<file path="config.mk">
export PLATFORM = sky130hd
export DESIGN_NAME = multiple_scan_ctrl_flat
export DESIGN_NICKNAME = d
export VERILOG_FILES = /design/src/rtl/scan_pkg.sv /design/src/rtl/multiple_scan_ctrl_if.sv /design/src/rtl/mod_counter.sv /design/src/rtl/multiple_scan_ctrl.sv /design/src/flat_wrapper.sv
export SDC_FILE = /design/constraint.sdc
export NUM_CORES = 1
export LEC_CHECK = 0
export CAP_MARGIN = 20
export CORE_ASPECT_RATIO = 0.9
export CORE_MARGIN = 2
export CORE_UTILIZATION = 45
export CTS_BUF_LIST = sky130_fd_sc_hd__clkbuf_4
export CTS_CLUSTER_SIZE = 20
export DETAILED_ROUTE_END_ITERATION = 8
export PLACE_DENSITY = 0.68
export SLEW_MARGIN = 40
export SYNTH_ARGS = -nofsm -noshare
export SYNTH_HDL_FRONTEND = slang
export SYNTH_SLANG_ARGS = --single-unit
</file>
<file path="constraint.sdc">
create_clock -name clk -period 8.3 [get_ports clk]
set_clock_uncertainty 0.2 [all_clocks]
set_input_delay 1.66 -clock clk [delete_from_list [all_inputs] [get_ports clk]]
set_output_delay 1.66 -clock clk [all_outputs]
set_load 0.05 [all_outputs]
</file>
<file path="src/rtl/scan_pkg.sv">
// Shared types and default widths for the multiple-scan controller.
package scan_pkg;
  localparam int unsigned W_DEF  = 16;
  localparam int unsigned DW_DEF = 4;

  typedef enum logic [1:0] {IDLE, SCAN, EMIT, DONE} state_t;
endpackage

</file>
<file path="src/rtl/multiple_scan_ctrl_if.sv">
// Valid/ready output stream carrying the emitted multiples.
interface multiple_scan_ctrl_if #(
  parameter int unsigned W = scan_pkg::W_DEF
) ();
  logic         out_valid;
  logic         out_ready;
  logic [W-1:0] out_value;

  modport master (output out_valid, output out_value, input out_ready);
  modport slave  (input out_valid, input out_value, output out_ready);
endinterface

</file>
<file path="src/rtl/mod_counter.sv">
// Wrapping counter 0..modulus-1; replaces a divider for the i mod divisor test.
module mod_counter
  import scan_pkg::*;
#(
  parameter int unsigned DW = DW_DEF
) (
  input  logic          clk,
  input  logic          rst,
  input  logic          clr,
  input  logic          en,
  input  logic [DW-1:0] modulus,
  output logic [DW-1:0] value
);

  always_ff @(posedge clk) begin
    if (rst || clr) begin
      value <= '0;
    end else if (en) begin
      value <= (value == modulus - DW'(1)) ? '0 : value + DW'(1);
    end
  end

endmodule

</file>
<file path="src/rtl/multiple_scan_ctrl.sv">
// Walks i over [0, limit) and streams every i with i mod divisor == 0.
module multiple_scan_ctrl
  import scan_pkg::*;
#(
  parameter int unsigned W  = W_DEF,
  parameter int unsigned DW = DW_DEF
) (
  input  logic                 clk,
  input  logic                 rst,
  input  logic                 start,
  input  logic [W-1:0]         limit,
  input  logic [DW-1:0]        divisor,
  multiple_scan_ctrl_if.master out,
  output logic                 busy,
  output logic                 done,
  output logic                 err,
  output logic [W-1:0]         count
);

  state_t        state;
  logic [W-1:0]  i;
  logic [W-1:0]  limit_r;
  logic [DW-1:0] div_r;
  logic [DW-1:0] m;
  logic          m_zero_c;
  logic          in_range_c;
  logic          m_clr_c;
  logic          m_en_c;

  assign m_zero_c   = (m == '0);
  assign in_range_c = (i < limit_r);
  assign m_clr_c    = (state == IDLE) && start;
  // m advances in lockstep with i: on a skipped candidate or an accepted emission
  assign m_en_c     = ((state == SCAN) && in_range_c && !m_zero_c) ||
                      ((state == EMIT) && out.out_ready);

  mod_counter #(.DW(DW)) u_mod_counter (
    .clk     (clk),
    .rst     (rst),
    .clr     (m_clr_c),
    .en      (m_en_c),
    .modulus (div_r),
    .value   (m)
  );

  always_ff @(posedge clk) begin
    if (rst) begin
      state         <= IDLE;
      out.out_valid <= 1'b0;
      out.out_value <= '0;
      busy          <= 1'b0;
      done          <= 1'b0;
      err           <= 1'b0;
      count         <= '0;
      i             <= '0;
      limit_r       <= '0;
      div_r         <= '0;
    end else begin
      done <= 1'b0;
      case (state)
        IDLE: begin
          if (start) begin
            limit_r <= limit;
            div_r   <= divisor;
            i       <= '0;
            count   <= '0;
            busy    <= 1'b1;
            if (divisor == '0) begin
              err   <= 1'b1;
              done  <= 1'b1;
              state <= DONE;
            end else begin
              err   <= 1'b0;
              state <= SCAN;
            end
          end
        end
        SCAN: begin
          if (!in_range_c) begin
            done  <= 1'b1;
            state <= DONE;
          end else if (m_zero_c) begin
            out.out_valid <= 1'b1;
            out.out_value <= i;
            state         <= EMIT;
          end else begin
            i <= i + W'(1);
          end
        end
        EMIT: begin
          // out_valid is always high here, so ready alone completes the handshake
          if (out.out_ready) begin
            out.out_valid <= 1'b0;
            count         <= count + W'(1);
            i             <= i + W'(1);
            state         <= SCAN;
          end
        end
        DONE: begin
          busy  <= 1'b0;
          state <= IDLE;
        end
        default: state <= IDLE;
      endcase
    end
  end

endmodule
</file>
<file path="src/flat_wrapper.sv">
// flat-port wrapper written by rule: the top's interface ports become plain ports
module multiple_scan_ctrl_flat import scan_pkg::*;
#(
  parameter int unsigned W  = W_DEF,
  parameter int unsigned DW = DW_DEF
)
  (clk, rst, start, limit, divisor, busy, done, err, count, out_out_valid, out_out_value, out_out_ready);
  multiple_scan_ctrl_if #(.W(W)) out_i ();
  input  logic clk;
  input  logic rst;
  input  logic start;
  input  logic [W-1:0] limit;
  input  logic [DW-1:0] divisor;
  output logic busy;
  output logic done;
  output logic err;
  output logic [W-1:0] count;
  output wire logic [$bits(out_i.out_valid)-1:0] out_out_valid;
  output wire logic [$bits(out_i.out_value)-1:0] out_out_value;
  input wire logic [$bits(out_i.out_ready)-1:0] out_out_ready;
  assign out_out_valid = out_i.out_valid;
  assign out_out_value = out_i.out_value;
  assign out_i.out_ready = out_out_ready;
  multiple_scan_ctrl #(.W(W), .DW(DW)) u_core (.clk(clk), .rst(rst), .start(start), .limit(limit), .divisor(divisor), .out(out_i), .busy(busy), .done(done), .err(err), .count(count));
endmodule
</file>
==> flow_metrics.env, run 1 <==
export IMPL_layout_drive_gt1_share_pct=6.30
export IMPL_drt_first_pass_iters=4
export IMPL_coreArea_um2=8610
export IMPL_maxSlewViolCount=0
export IMPL_num_vias=3514
export IMPL_wl_per_cell_um=13.8
export IMPL_min_path_type="reg2reg"
export IMPL_area_growth_pct=20.5
export IMPL_place_congestion=0.814
export IMPL_grt_overflow_total=0
export IMPL_die_x_um=103
export IMPL_cap_violations=0
export IMPL_synth_cells=484
export IMPL_drc_errors=0
export IMPL_synth_top_area_cell="dfxtp_1"
export IMPL_critPathMaxFanout=17
export IMPL_crit_buf_inv=2
export IMPL_row_count=32
export IMPL_clk_path_buf_depth=2
export IMPL_cts_sinks=78
export IMPL_die_y_um=93.5
export IMPL_antenna_found_initial=0
export IMPL_ys_ff_latch=78
export IMPL_fin_setup_tns_ns=0
export IMPL_synthesis_nets=532
export IMPL_fmax_ghz=0.278
export IMPL_cts_setup_buffers=0
export IMPL_worst_pin_slew_ns=0.672
export IMPL_powerDensity_nw_per_um2=233
export IMPL_synth_edf_count=0
export IMPL_portBuffers=59
export IMPL_arrival_ns=3.79
export IMPL_leakagePower_uw=0.00182
export IMPL_yosysWarningCount=0
export IMPL_seq_area_frac_synth_pct=39.0
export IMPL_numCtsBuffers=9
export IMPL_startpoint_type="primary input"
export IMPL_ctsResizeCount=0
export IMPL_grt_start_max_net_pins=61
export IMPL_total_power_uw=1120
export IMPL_critPathMaxStageDelay_ns=0.61
export IMPL_via_per_inst=5.33
export IMPL_dp_hpwl_mm=6.35
export IMPL_antenna_left=0
export IMPL_place_inst=643
export IMPL_antenna_cells=0
export IMPL_finalSetupViolCount=0
export IMPL_ir_drop_v=0.000131
export IMPL_netlist_area_leader_share_pct=39.0
export IMPL_fin_crit_sh_pct=43.3
export IMPL_end_kind="register"
export IMPL_period_minus_slack_ns=3.60
export IMPL_wirelength_mm=9.07
export IMPL_synth_area_leaders="dfxtp_1 (39%), ha_1 (7.5%), nand2_1 (7.5%)"
export IMPL_syn_avg_cell_area_um2=8.27
export IMPL_io_pins=60
export IMPL_clk_pin_slew_ns=0.12
export IMPL_grt_use_total_pct=19.8
export IMPL_dieArea_um2=9670
export IMPL_grt_pass1_wl_mm=15.1
export IMPL_path_cells="clkdlybuf4s50_1 -> nand2b_1 -> nand2_1 -> nor3_1 -> buf_4 -> and3_1 -> a41o_1"
export IMPL_cts_root_buf="clkbuf_4"
export IMPL_async_reset_ff_share_pct=0
export IMPL_finalHoldViolCount=0
export IMPL_final_cells=659
export IMPL_initial_utilization_pct=46.5
export IMPL_rsz0062_at_grt="false"
export IMPL_required_ns=8.49
export IMPL_hold_buffers=0
export IMPL_nNetsFinal=583
export IMPL_synth_cell_types=55
export IMPL_cp_slowest_cell="clkdlybuf4s50_1"
export IMPL_htree_levels=3
export IMPL_relSlewSlack_pct=55.2
export IMPL_ys_flop_type="dfxtp_1"
export IMPL_cts_tree="done"
export IMPL_outcome="complete, no violations"
export IMPL_grt_pass1_vias=3314
export IMPL_clock_latency_ns=0.44
export IMPL_critPathTopFamily="simple AND/OR/NAND/NOR gates"
export IMPL_first_iter_violations=168
export IMPL_netlist_area_um2=4000
export IMPL_critPathKind="in2reg"
[sequential cells by signal (all words and copies together) (netlist names)]
| register | flops |
|---|---|
| u_core.limit_r | 16 |
| u_core.out.out_valid | 1 |
| u_core.out.out_value | 16 |
| u_core.state | 2 |
| u_core.i | 16 |
| u_core.done | 1 |
| u_core.div_r | 4 |
| u_core.busy | 1 |
| u_core.err | 1 |
| u_core.u_mod_counter.value | 4 |
| u_core.count | 16 |
[layout by cell type (no fill, tap or decap), drive strengths merged, types with 4 or more instances in the layout]
| cell type | Yosys | layout |
|---|---|---|
| a21oi | 36 | 36 |
| nand4 | 4 | 4 |
| or3 | 10 | 10 |
| mux2i | 17 | 17 |
| nand3 | 28 | 28 |
| clkbuf | 18 | 10 |
| clkinv | 1 | 5 |
| a32o | 11 | 11 |
| nor3 | 15 | 15 |
| nor2 | 43 | 43 |
| nor4 | 6 | 6 |
| xor2 | 8 | 8 |
| buf | 4 | 4 |
| xnor2 | 9 | 9 |
| and3 | 7 | 7 |
| a311oi | 4 | 4 |
| nand2b | 4 | 4 |
| inv | 26 | 26 |
| o21ai | 16 | 16 |
| clkdlybuf4s50 | 0 | 58 |
| dfxtp | 78 | 78 |
| nand2 | 80 | 80 |
| ha | 24 | 24 |
[worst reg2reg max path, stage by stage, from the launching register on]
cell and delay (ns):
dfxtp_1 0.38, ha_1 0.34, nand4_2 0.14, or3_4 0.43, nor4_2 0.45, o31ai_2 0.12, and3_1 0.36, a41o_1 0.30
[per-stage QoR]
step / worst slack, ns / utilization, % / instance area, um2 / hold slack (ns)
floorplan: 4.94 / - / 4000 / 0.236
detailed placement: 4.31 / 54.2 / 4660 / 0.251
finish: 4.70 / 56.1 / 4830 / 0.261
CTS: 4.68 / 56.0 / 4820 / 0.267
global route: 4.59 / 56.1 / 4830 / 0.285
global placement: 4.25 / 54.1 / 4660 / 0.249
[cells by family (layout without fill, tap and decap cells)]
| family | after synthesis | count (layout) | synth area share (%) |
|---|---|---|---|
| compound gates | 87 | 87 | 14.7 |
| buf+inv | 49 | 105 | 5.22 |
| simple gates | 212 | 212 | 25.6 |
| flops | 78 | 78 | 39.0 |
| mux | 17 | 17 | 4.25 |
| fa+ha+maj | 24 | 24 | 7.50 |
| xor+xnor | 17 | 17 | 3.72 |
[cells in the mapped netlist (4+ instances only)]
cell type and count:
or3_1 9, nand3_1 28, ha_1 24, a32o_1 11, a21oi_1 36, clkbuf_1 18, inv_1 26, xor2_1 8
nand2_1 80, o21ai_0 13, and3_1 7, nor2_1 43, nor3_1 15, dfxtp_1 78, nor4_1 4, xnor2_1 9
mux2i_1 17, nand2b_1 4
[area by class of cell]
type / count / area [um2]
Sequential cell: 78 / 1560
Timing Repair Buffer: 62 / 608
Tap cell: 119 / 149
Clock inverter: 6 / 86.3
Multi-Input combinational cell: 357 / 2240
Clock buffer: 10 / 75.1
Fill cell: 821 / 3780
Inverter: 27 / 101
[report_power, final]
part           leakage [uW]  total (uW)  internal (uW)  switching, uW
clock             0.0000880         260            125            135
combinational       0.00110         434            158            276
sequential         0.000632         429            404           24.5
[final timing paths]
path | startpoint | slack (ns) | depth (start not counted) | to
max | out_out_ready | 4.70 | 7 | u_core.i[2]$_SDFFE_PP0P_
min | u_core.limit_r[3]$_SDFFE_PP0P_ | 0.26 | 2 | u_core.limit_r[3]$_SDFFE_PP0P_
max reg2reg | u_core.i[15]$_SDFFE_PP0P_ | 5.47 | 7 | u_core.i[2]$_SDFFE_PP0P_
min reg2reg | u_core.limit_r[3]$_SDFFE_PP0P_ | 0.26 | 2 | u_core.limit_r[3]$_SDFFE_PP0P_
[per-layer routing]
layer  share of wire (%)  up-vias  track usage [%]
li1                    -     1800                -
met1                  46     1629             24.9
met2                  48       75             32.8
met3                 4.4       10             5.61
met4                 1.1        0             6.03
met5                   0        -                0
(Power assumes the default switching activity.)
==> inputs of run 2 (changes only) <==
clock period = 3.69 ns   (was 8.3 ns; I/O delays follow)
==> run 2 against run 1 <==
  * Hold slack better by 0.0026 ns
  * Total power rose by 120%
  * Wire length is 0.93% higher
  * Flip-flop and latch count is the same
  * Cell area decreased by 0.41%
  * Die area did not move
  * Clock power increased by 83%
  * First-iteration DRC count decreased by 1.2%
  * Non-clock buffer count rose by 3
  * Via count grew 1.3%
  * Sequential share of layout area up 0.13 points
  * Register-to-register slack lost 4.7 ns
  * Critical path type is now reg2reg
==> flow_metrics.env, run 2 (synthesized netlist as in run 1, its figures left out) <==
export IMPL_outcome="complete, no violations"
export IMPL_finalHoldViolCount=0
export IMPL_grt_overflow_total=0
export IMPL_clk_pin_slew_ns=0.13
export IMPL_coreArea_um2=8610
export IMPL_r2r_setup_slack_ns=0.81
export IMPL_final_util_pct=55.8
export IMPL_drc_errors=0
export IMPL_cts_tree="done"
export IMPL_maxSlewViolCount=0
export IMPL_fmax_ghz=0.348
export IMPL_clock_latency_ns=0.43
export IMPL_area_growth_pct=20.0
export IMPL_initial_utilization_pct=46.5
export IMPL_path_cells="ha_1 -> nand4_2 -> or3_4 -> or4_4 -> nand4_4 -> mux2i_1 -> nor2_1"
export IMPL_finalSetupViolCount=0
export IMPL_row_count=32
export IMPL_hold_buffers=0
export IMPL_total_power_uw=2430
export IMPL_clk_path_buf_depth=2
export IMPL_cp_slowest_cell="or4_4"
export IMPL_layout_commonest_cell="nand2_1"
export IMPL_wl_per_cell_um=13.8
export IMPL_end_kind="register"
export IMPL_fin_crit_sh_pct=77.9
export IMPL_cts_setup_buffers=0
export IMPL_via_per_inst=5.38
export IMPL_critPathMaxFanout=16
export IMPL_dieArea_um2=9670
export IMPL_cts_sinks=78
export IMPL_ctsResizeCount=0
export IMPL_hold_slack_ns=0.263
export IMPL_critPathTopFamily="simple AND/OR/NAND/NOR gates"
export IMPL_grt_pass1_vias=3407
export IMPL_place_congestion=0.809
export IMPL_leakagePower_uw=0.00181
export IMPL_numCtsBuffers=9
export IMPL_min_path_type="reg2reg"
export IMPL_fin_setup_tns_ns=0
export IMPL_relSlewSlack_pct=56.9
export IMPL_grt_start_max_net_pins=60
export IMPL_critPathKind="reg2reg"
export IMPL_layout_drive_gt1_share_pct=6.63
export IMPL_arrival_ns=2.96
export IMPL_antenna_cells=0
export IMPL_required_ns=3.78
export IMPL_crit_buf_inv=0
export IMPL_period_minus_slack_ns=2.88
export IMPL_nNetsFinal=586
export IMPL_cts_root_buf="clkbuf_4"
export IMPL_grt_pass1_wl_mm=15.4
export IMPL_portBuffers=59
export IMPL_ir_drop_v=0.000244
export IMPL_rsz0062_at_grt="false"
export IMPL_dp_hpwl_mm=6.46
export IMPL_cap_violations=0
export IMPL_antenna_left=0
export IMPL_powerDensity_nw_per_um2=506
export IMPL_drt_first_pass_iters=4
export IMPL_worst_pin_slew_ns=0.646
export IMPL_grt_use_total_pct=20.0
export IMPL_first_iter_violations=166
export IMPL_antenna_found_initial=0
export IMPL_final_cell_area_um2=4810
export IMPL_num_vias=3561
export IMPL_io_pins=60
export IMPL_place_area_um2=4680
export IMPL_die_x_um=103
export IMPL_htree_levels=3
export IMPL_critPathMaxStageDelay_ns=0.58
export IMPL_die_y_um=93.5
export IMPL_startpoint_type="register"
export IMPL_final_cell_mix="nand2_1 (80), dfxtp_1 (78), clkdlybuf4s50_1 (58), nor2_1 (43), a21oi_1 (36)"
export IMPL_wirelength_mm=9.15
## run 2: cell types whose count changed in the layout (fill, tap and decap cells not counted), moves of 2 or more
cell,before,now
buf_4,3,6
clkinvlp_4,0,3
inv_6,0,3
bufinv_16,2,0
## run 2: tightest hold or removal path, delay by kind of cell, from the launching register on
family,cells,cell delay [ns]
AND/OR/NAND/NOR,1,0.05
AO/OA/AOI/OAI,1,0.05
flip-flops,1,0.33
## run 2: per-layer routing
metal	wire length [um]	GRT usage, %
met5	0	0
met2	4390	33.1
met4	129	6.36
met1	4380	25.7
met3	249	4.56
## run 2: through the flow
step / std cells / setup WS (ns)
after floorplan: 484 / 1.06
after global placement: 646 / 0.878
after detailed placement: 646 / 0.801
after CTS: 662 / 0.812
after global routing: 662 / 0.670
final: 662 / 0.815
## run 2: power by group
group	switching, uW	internal [uW]
registers	54.1	909
clock network	331	146
logic	625	367
## run 2: area by class of cell
type / count / area (um2)
multi-input combinational: 357 / 2240
tap: 119 / 149
timing repair buffer: 65 / 631
sequential: 78 / 1560
inverter: 27 / 101
fill: 811 / 3800
clock buffer: 9 / 67.6
clock inverter: 7 / 57.6
## run 2: final timing paths
check | startpoint | endpoint | depth (start not counted)
setup / recovery | u_core.i[15]$_SDFFE_PP0P_ | u_core.out.out_value[6]$_SDFFE_PP0P_ | 7
hold / removal | u_core.limit_r[4]$_SDFFE_PP0P_ | u_core.limit_r[4]$_SDFFE_PP0P_ | 2
setup reg to reg | u_core.i[15]$_SDFFE_PP0P_ | u_core.out.out_value[6]$_SDFFE_PP0P_ | 7
hold reg to reg | u_core.limit_r[4]$_SDFFE_PP0P_ | u_core.limit_r[4]$_SDFFE_PP0P_ | 2
==> inputs of run 3 (changes only) <==
PLACE_DENSITY = 0.71   (was 0.68)
clock period = 2.51 ns   (was 3.69 ns; I/O delays follow)
==> run 3 against run 2 <==
  * The flow now finishes with violations (negative setup slack)
  * Flip-flop and latch count unchanged
  * Global-route usage increased by 2.1 points
  * Cell area increased by 16%
  * Largest cell class unchanged
  * Final cell count increased by 7.3%
  * Critical endpoint is now u_core.out.out_value[0]$_SDFFE_PP0P_
  * Non-clock buffer count increased by 47
  * Critical path type unchanged
  * First-iteration DRC count increased by 28%
  * Critical path depth increased by 2
  * Total power increased by 73%
==> flow_metrics.env, run 3 (synthesized netlist as in run 1, its figures left out) <==
export IMPL_antenna_found_initial=0
export IMPL_wirelength_mm=10.5
export IMPL_fin_crit_sh_pct=104
export IMPL_die_x_um=103
export IMPL_grt_start_max_net_pins=34
export IMPL_startpoint_type="register"
export IMPL_nFillCells=697
export IMPL_antenna_cells=0
export IMPL_final_cell_mix="nand2_1 (79), dfxtp_1 (65), clkdlybuf4s50_1 (57), nor2_1 (41), buf_4 (40)"
export IMPL_grt_overflow_total=0
export IMPL_required_ns=2.67
export IMPL_via_per_inst=5.51
export IMPL_initial_utilization_pct=46.5
export IMPL_cap_violations=0
export IMPL_drc_errors=0
export IMPL_maxSlewViolCount=0
export IMPL_finalSetupViolCount=34
export IMPL_leakagePower_uw=0.00214
export IMPL_switchingPower_uw=1730
export IMPL_period_minus_slack_ns=2.62
export IMPL_critPathMaxFanout=5
export IMPL_row_count=32
export IMPL_hold_buffers=0
export IMPL_grt_use_total_pct=22.1
export IMPL_grt_pass1_wl_mm=16.9
export IMPL_total_power_uw=4220
export IMPL_finalHoldViolCount=0
export IMPL_place_congestion=0.868
export IMPL_multi_input_area_um2=2550
export IMPL_cts_root_buf="clkbuf_4"
export IMPL_clk_pin_slew_ns=0.15
export IMPL_p_int_uw=2490
export IMPL_seqPwrFrac_pct=33.6
export IMPL_ir_drop_v=0.000387
export IMPL_layout_drive_gt1_share_pct=22.7
export IMPL_critPathKind="reg2reg"
export IMPL_rsz0062_at_grt="true"
export IMPL_worst_slack_ns=-0.107
export IMPL_end_kind="register"
export IMPL_drt_first_pass_iters=5
export IMPL_dp_hpwl_mm=7.20
export IMPL_min_path_type="reg2reg"
export IMPL_power_frac_comb_pct=49.9
export IMPL_worst_pin_slew_ns=0.581
export IMPL_violations="negative setup slack"
export IMPL_numCtsBuffers=9
export IMPL_grt_pass1_vias=3756
export IMPL_nNetsFinal=634
export IMPL_fin_setup_tns_ns=-2.23
export IMPL_cts_sinks=78
export IMPL_clk_path_buf_depth=2
export IMPL_dieArea_um2=9670
export IMPL_met3_usage_pct=4.56
export IMPL_regArea_um2=1580
export IMPL_wl_per_cell_um=14.8
export IMPL_powerDensity_nw_per_um2=756
export IMPL_outcome="finished with violations"
export IMPL_power_clock_fraction_pct=16.5
export IMPL_antenna_left=0
export IMPL_switching_share_pct=41.1
export IMPL_coreArea_um2=8610
export IMPL_io_pins=60
export IMPL_grt_util_met1_pct=26.4
export IMPL_fmax_ghz=0.382
export IMPL_arrival_ns=2.78
export IMPL_grt_use_met2_pct=36.8
export IMPL_grt_busiest_layer="met2"
export IMPL_cts_tree="done"
export IMPL_die_y_um=93.5
export IMPL_num_vias=3913
export IMPL_htree_levels=3
export IMPL_layout_commonest_cell="nand2_1"
export IMPL_first_iter_violations=213
export IMPL_area_growth_pct=39.3
export IMPL_relSlewSlack_pct=60.9
export IMPL_clock_latency_ns=0.46
export IMPL_portBuffers=59
-- run 3: changes by cell type in the layout (fill, tap and decap cells not counted), moves of 3 or more --
cell,previous run,this run
and3_4,0,3
buf_6,0,8
dfxtp_2,0,13
buf_4,6,40
ha_4,0,7
dfxtp_1,78,65
o21ai_0,13,9
nand3_1,28,25
ha_1,24,17
nand3_2,0,3
inv_2,0,5
inv_1,26,21
-- run 3: metrics by stage --
stage / cell area, um2 / util (%) / hold slack (ns) / instances / setup slack (ns)
2_1_floorplan: 4020 / - / 0.236 / 484 / 0.00266
3_3_place_gp: 5000 / 58.1 / 0.247 / 683 / -0.0813
3_5_place_dp: 5000 / 58.1 / 0.250 / 683 / -0.150
4_1_cts: 5400 / 62.8 / 0.262 / 708 / -0.0835
5_1_grt: 5580 / 64.8 / 0.274 / 710 / -0.188
6_report: 5580 / 64.8 / 0.262 / 710 / -0.107
-- run 3: final timing paths --
path / startpoint / cells after the start / to / slack, ns
max: u_core.limit_r[15]$_SDFFE_PP0P_ / 9 / u_core.out.out_value[0]$_SDFFE_PP0P_ / -0.11
min: u_core.limit_r[8]$_SDFFE_PP0P_ / 2 / u_core.limit_r[8]$_SDFFE_PP0P_ / 0.26
max reg2reg: u_core.limit_r[15]$_SDFFE_PP0P_ / 9 / u_core.out.out_value[0]$_SDFFE_PP0P_ / -0.11
min reg2reg: u_core.limit_r[8]$_SDFFE_PP0P_ / 2 / u_core.limit_r[8]$_SDFFE_PP0P_ / 0.26
-- run 3: critical path, stage by stage (launching register included) --
cell and delay [ns]:
dfxtp_2 0.36, inv_2 0.04, ha_4 0.27, nand4_4 0.11
or3_4 0.37, or4_4 0.57, nand4_4 0.18, clkbuf_16 0.18
mux2i_2 0.20, nor2_1 0.06
-- run 3: timing repair --
item                                    CTS  global route
setup buffers                             6             4
endpoints found under the setup margin   39            41
pin swaps                                16            30
resized for setup                        47            32
gates cloned                              3             1
-- run 3: metal layers --
metal / up-vias / routed length, um
li1: 1908 / -
met5: - / 0
met4: 0 / 435
met1: 1814 / 4310
met3: 42 / 530
met2: 149 / 5220
-- run 3: power groups by stage --
stage,logic (uW),registers [uW],clock network [uW]
floorplan,1090,1490,0
global placement,1630,1430,0
detailed placement,1680,1440,0
CTS,1910,1410,721
global route,2280,1430,767
finish,2110,1420,695
-- run 3: cell type report --
type                    count  area share (%)
flip-flops and latches     78            28.3
repair buffers            112            19.2
clock inverters             7            1.03
multi-input cells         358            45.8
clock buffers               9            1.21
well taps                 119            2.67
inverters                  27            1.82
